File: src/rtl/seg7_scan_reader.sv
// Loopback monitor for a multiplexed active-low 7-segment bus: recovers the hex nibble of
// each scanned digit and delivers a complete frame with a valid/ready handshake.
module seg7_scan_reader #(
    parameter int unsigned NUM_DIGITS    = 6,
    parameter int unsigned STABLE_CYCLES = 4,
    parameter int unsigned SYNC_STAGES   = 2
) (
    input  logic                    clk,
    input  logic                    rst,
    input  logic [6:0]              seg_in,
    input  logic [NUM_DIGITS-1:0]   dig_en,
    output logic [4*NUM_DIGITS-1:0] frame_value,
    output logic [NUM_DIGITS-1:0]   frame_err,
    output logic                    frame_valid,
    input  logic                    frame_ready,
    output logic                    overrun
);

    localparam int unsigned CntW = $clog2(STABLE_CYCLES + 1);

    typedef enum logic [1:0] {StIdle, StSettle, StHeld} state_t;

    logic [SYNC_STAGES-1:0][6:0]            seg_sync;
    logic [SYNC_STAGES-1:0][NUM_DIGITS-1:0] en_sync;
    logic [6:0]                             s_seg;
    logic [NUM_DIGITS-1:0]                  s_en;

    state_t                state_q, state_d;
    logic [CntW-1:0]       cnt_q, cnt_d;
    logic [NUM_DIGITS-1:0] en_q, en_d;
    logic [6:0]            pat_q, pat_d;
    logic                  wr, restart, one_hot, changed, complete;
    logic [4:0]            dec;

    logic [4*NUM_DIGITS-1:0] shadow_val;
    logic [NUM_DIGITS-1:0]   shadow_err;
    logic [NUM_DIGITS-1:0]   seen_q;

    function automatic logic [4:0] decode(input logic [6:0] p);
        case (p)
            7'h40:   decode = 5'h00;
            7'h79:   decode = 5'h01;
            7'h24:   decode = 5'h02;
            7'h30:   decode = 5'h03;
            7'h19:   decode = 5'h04;
            7'h12:   decode = 5'h05;
            7'h02:   decode = 5'h06;
            7'h78:   decode = 5'h07;
            7'h00:   decode = 5'h08;
            7'h10:   decode = 5'h09;
            7'h08:   decode = 5'h0A;
            7'h03:   decode = 5'h0B;
            7'h46:   decode = 5'h0C;
            7'h21:   decode = 5'h0D;
            7'h06:   decode = 5'h0E;
            7'h0E:   decode = 5'h0F;
            default: decode = 5'h10;  // err flag, nibble forced to 0
        endcase
    endfunction

    always_ff @(posedge clk or posedge rst) begin
        if (rst) begin
            seg_sync <= '0;
            en_sync  <= '0;
        end else begin
            seg_sync <= {seg_sync[SYNC_STAGES-2:0], seg_in};
            en_sync  <= {en_sync[SYNC_STAGES-2:0], dig_en};
        end
    end

    assign s_seg    = seg_sync[SYNC_STAGES-1];
    assign s_en     = en_sync[SYNC_STAGES-1];
    assign one_hot  = (s_en != '0) &&
                      ((s_en & (s_en - {{(NUM_DIGITS-1){1'b0}}, 1'b1})) == '0);
    assign changed  = (s_en != en_q) || (s_seg != pat_q);
    assign dec      = decode(s_seg);
    assign complete = &seen_q;

    always_comb begin
        state_d = state_q;
        cnt_d   = cnt_q;
        en_d    = en_q;
        pat_d   = pat_q;
        wr      = 1'b0;
        restart = 1'b0;
        unique case (state_q)
            StIdle: begin
                if (one_hot) restart = 1'b1;
            end
            StSettle, StHeld: begin
                if (!one_hot) begin
                    state_d = StIdle;
                    cnt_d   = '0;
                end else if (changed) begin
                    restart = 1'b1;
                end else if (state_q == StSettle) begin
                    cnt_d = cnt_q + CntW'(1);
                    if (cnt_q + CntW'(1) == CntW'(STABLE_CYCLES)) begin
                        wr      = 1'b1;
                        state_d = StHeld;
                    end
                end
            end
            default: state_d = StIdle;
        endcase
        if (restart) begin
            en_d  = s_en;
            pat_d = s_seg;
            cnt_d = CntW'(1);
            if (STABLE_CYCLES == 1) begin
                wr      = 1'b1;
                state_d = StHeld;
            end else begin
                state_d = StSettle;
            end
        end
    end

    always_ff @(posedge clk or posedge rst) begin
        if (rst) begin
            state_q <= StIdle;
            cnt_q   <= '0;
            en_q    <= '0;
            pat_q   <= '0;
        end else begin
            state_q <= state_d;
            cnt_q   <= cnt_d;
            en_q    <= en_d;
            pat_q   <= pat_d;
        end
    end

    // A capture landing in the completion cycle starts the next frame's seen mask.
    always_ff @(posedge clk or posedge rst) begin
        if (rst) begin
            shadow_val <= '0;
            shadow_err <= '0;
            seen_q     <= '0;
        end else begin
            seen_q <= (complete ? '0 : seen_q) | (wr ? s_en : '0);
            for (int k = 0; k < int'(NUM_DIGITS); k++) begin
                if (wr && s_en[k]) begin
                    shadow_val[4*k +: 4] <= dec[3:0];
                    shadow_err[k]        <= dec[4];
                end
            end
        end
    end

    always_ff @(posedge clk or posedge rst) begin
        if (rst) begin
            frame_value <= '0;
            frame_err   <= '0;
            frame_valid <= 1'b0;
            overrun     <= 1'b0;
        end else if (complete) begin
            if (!frame_valid || frame_ready) begin
                frame_value <= shadow_val;
                frame_err   <= shadow_err;
                frame_valid <= 1'b1;
            end else begin
                overrun <= 1'b1;
            end
        end else if (frame_valid && frame_ready) begin
            frame_valid <= 1'b0;
        end
    end

endmodule

File: config.mk
export PLATFORM = sky130hd
export DESIGN_NAME = seg7_scan_reader
export DESIGN_NICKNAME = d
export VERILOG_FILES = /design/src/rtl/seg7_scan_reader.sv
export SDC_FILE = /design/constraint.sdc
export NUM_CORES = 1
export LEC_CHECK = 0
export ABC_AREA = 0
export BUFFER_PORTS_ARGS = -buffer_cell sky130_fd_sc_hd__buf_2
export CAP_MARGIN = 10
export CORE_ASPECT_RATIO = 0.9
export CORE_MARGIN = 2
export CORE_UTILIZATION = 50
export DETAILED_ROUTE_END_ITERATION = 10
export PLACE_DENSITY = 0.69
export REMOVE_ABC_BUFFERS = 1
export SLEW_MARGIN = 30
export SYNTH_ARGS = -nofsm -noshare
export SYNTH_HDL_FRONTEND = slang
export SYNTH_SLANG_ARGS = --single-unit
File: constraint.sdc
create_clock -name clk -period 5.68 [get_ports clk]
set_clock_uncertainty 0.15 [all_clocks]
set_input_delay 0 -clock clk [delete_from_list [all_inputs] [get_ports clk]]
set_output_delay 0 -clock clk [all_outputs]
set_load 0.01 [all_outputs]
==> flow_metrics.py <==
metrics = {
    "run_status": {
        "run_status": "finished clean",
    },
    "place": {
        "numPortBuffers": 47,
        "place_congestion": 0.760,
        "post-dp-hpwl_um": 5400,
    },
    "die": {
        "initial_core_util_pct": 50.7,
        "fp.dieW_um": 105,
        "die_h_um": 94.7,
        "core_mm2": 0.00900,
        "rows": 33,
        "io_pins": 48,
        "design.die.area_mm2": 0.00991,
    },
    "synthesis": {
        "syn-mean-instance-area_um2": 13.5,
        "ys.flop_type": "dfrtp_1",
        "yosys_register_bits": 112,
        "ys_seq_area_share_pct": 61.4,
        "synth_cell_types": 47,
        "ys_async_sr_fraction_pct": 100,
        "yosysWarnings": 0,
        "synth_edf_count": 0,
        "synth_cells": 337,
        "syn_area_mm2": 0.00457,
    },
    "cts": {
        "clk_root_buffer_cell": "clkbuf_8",
        "cts_tree": "done",
        "cts_buffers": 9,
        "h-tree-depth": 3,
        "post-cts-setup-buffers": 0,
        "cts_sinks": 112,
        "clk_latency_ps": 380,
        "ctsLongestPathBuffers": 2,
        "cts.repair.resized": 0,
        "path_clk_slew_ps": 110,
        "cts_hold_buf": 15,
    },
    "sta": {
        "hold_violations": 0,
        "hold_slack_ps": 92.8,
        "fin_crit_ps": 2960,
        "final_max_slew_viol_count": 0,
        "setup_viol": 0,
        "rsz0062_at_grt": "false",
        "finalCritPeriodShare_pct": 52.1,
        "tightest_slew_ps": 747,
        "slew_headroom_pct": 50.2,
        "setup_tns_ps": 0,
        "fmax_mhz": 338,
    },
    "worst_setup_path": {
        "r2r_end": "shadow_err[2]",
        "r2r_cells": 6,
        "cp-startpoint": "s_seg[3]",
        "rrSetupSlack_ps": 2720,
        "cp-end-kind": "register",
        "worstPathArrival_ps": 3070,
        "cp_max_fo": 14,
        "critPathKind": "register to register",
        "required_ps": 5790,
        "timing.rr.start": "s_seg[3]",
        "crit_path_start_kind": "register",
    },
    "job": {
        "max_cap_viol_count": 0,
    },
    "power": {
        "leakagePower_nw": 2.71,
        "vdd_drop_max_mv": 0.224,
        "p_per_area_mw_per_mm2": 311,
    },
    "routing": {
        "first_pass_iters": 4,
        "detail_route.wl_per_cell_um": 15.7,
        "drcViolationCount": 0,
        "ant_nets": 0,
        "avgViaCountPerCell": 5.32,
        "routed_wl_um": 8300,
        "vias": 2804,
        "drt_iter0_drc": 121,
    },
    "global_routing": {
        "grt_overflow_total": 0,
        "antenna_found_initial": 0,
        "grt_pass1_vias": 2704,
        "grt.total_usage_pct": 18.2,
        "grt_max_degree": 62,
        "grt_pass1_wl_um": 13800,
    },
    "min_path": {
        "hp-class": "input port to async pin",
    },
    "layout": {
        "final_layout_size_suffix_gt1_share_pct": 35.3,
        "antenna_cells": 0,
        "nets": 422,
        "syn_to_final_growth_pct": 16.5,
    },
}
==> cell usage after synthesis (all sizes together) (3+ instances only) <==
library cell,count,area (µm²)
nand2,28,105
o21ai,7,35.0
a21oi,5,25.0
ha,6,75.1
xor2,12,105
buf,5,21.3
nor4,8,65.1
xnor2,3,26.3
nor3b,3,22.5
nor3,7,35.0
nand2b,4,25.0
nor2b,3,18.8
clkbuf,7,26.3
mux2,74,833
nor2,8,30.0
inv,8,30.0
dfrtp,112,2800
a31oi,3,18.8
==> report_power, final <==
part / switching [mW] / internal, mW / total, mW
Sequential: 0.0534 / 0.859 / 0.912
Combinational: 0.0938 / 0.103 / 0.197
Clock: 0.277 / 0.268 / 0.545
==> per-stage QoR <==
| step | setup WS, ps | cells | util, % | instance area (µm²) | power, mW |
|---|---|---|---|---|---|
| after floorplan | 2570 | 325 | - | 4520 | 1.07 |
| after global placement | 2840 | 496 | 54.7 | 4930 | 1.11 |
| after detailed placement | 2760 | 496 | 54.7 | 4930 | 1.12 |
| after CTS | 2730 | 527 | 59.0 | 5310 | 1.67 |
| after global routing | 2460 | 527 | 59.1 | 5320 | 1.74 |
| final | 2720 | 527 | 59.1 | 5320 | 1.65 |
==> per-layer routing <==
layer	share of wire (%)	routed length, µm	vias up	global-route usage (%)
met4	0.78	65	0	5.33
li1	-	-	1322	-
met2	46	3800	75	26.9
met3	4.3	353	5	4.76
met5	0	0	-	0
met1	49	4080	1402	26.5
==> worst max-delay path by stage <==
stage | cells after the start | endpoint
6_report | 6 | shadow_err[2]
5_1_grt | 6 | shadow_err[2]
4_1_cts | 6 | shadow_err[2]
3_5_place_dp | 6 | shadow_err[2]
3_3_place_gp | 6 | shadow_err[2]
2_1_floorplan | 1 | cnt_q[0]
==> final cells by class <==
class / count / area, µm²
tap: 122 / 153
multi-input combinational: 205 / 1690
timing repair buffer: 64 / 400
sequential: 112 / 2800
clock inverter: 6 / 97.6
fill: 749 / 3680
inverter: 8 / 32.5
clock buffer: 10 / 138
==> cells by family after synthesis <==
kind of cell	Yosys count	synth area share, %
adders and majority gates	6	1.64
and+or+nand+nor	75	8.77
buffers and inverters	20	1.70
xor gates and xnor gates	15	2.88
AOI/OAI and AO/OA	34	5.15
DFF	112	61.4
muxes	75	18.5
==> sequential cells by signal (all words and copies together) (netlist names), 6 cells and up <==
| name | flops |
|---|---|
| frame_value | 24 |
| pat_q | 7 |
| s_en | 6 |
| seen_q | 6 |
| s_seg | 7 |
| en_q | 6 |
| en_sync | 6 |
| shadow_err | 6 |
| frame_err | 6 |
| seg_sync | 7 |
| shadow_val | 24 |
==> cells in the final DEF (no fill, tap or decap), types with 3 or more instances in the layout <==
master and instances:
dfrtp_1 112, mux2_2 71, buf_2 47, nand2_1 28, dlygate4sd3_1 15, xor2_1 12, clkbuf_8 10, nor2_1 8
nor3_1 7, inv_1 7, nor4_1 6, o21ai_0 6, ha_1 6, a21oi_1 5, nand2b_1 4, xnor2_1 3
nor3b_1 3, a31oi_1 3, mux2_1 3
==> worst max-delay path: stages, from the launching register on <==
cell and delay, ps:
dfrtp_1 550, xor2_1 220, nor4_1 440, nand4_1 290, nor4_4 450, nand2_1 340, mux2_1 410
(Power assumes the default switching activity.)
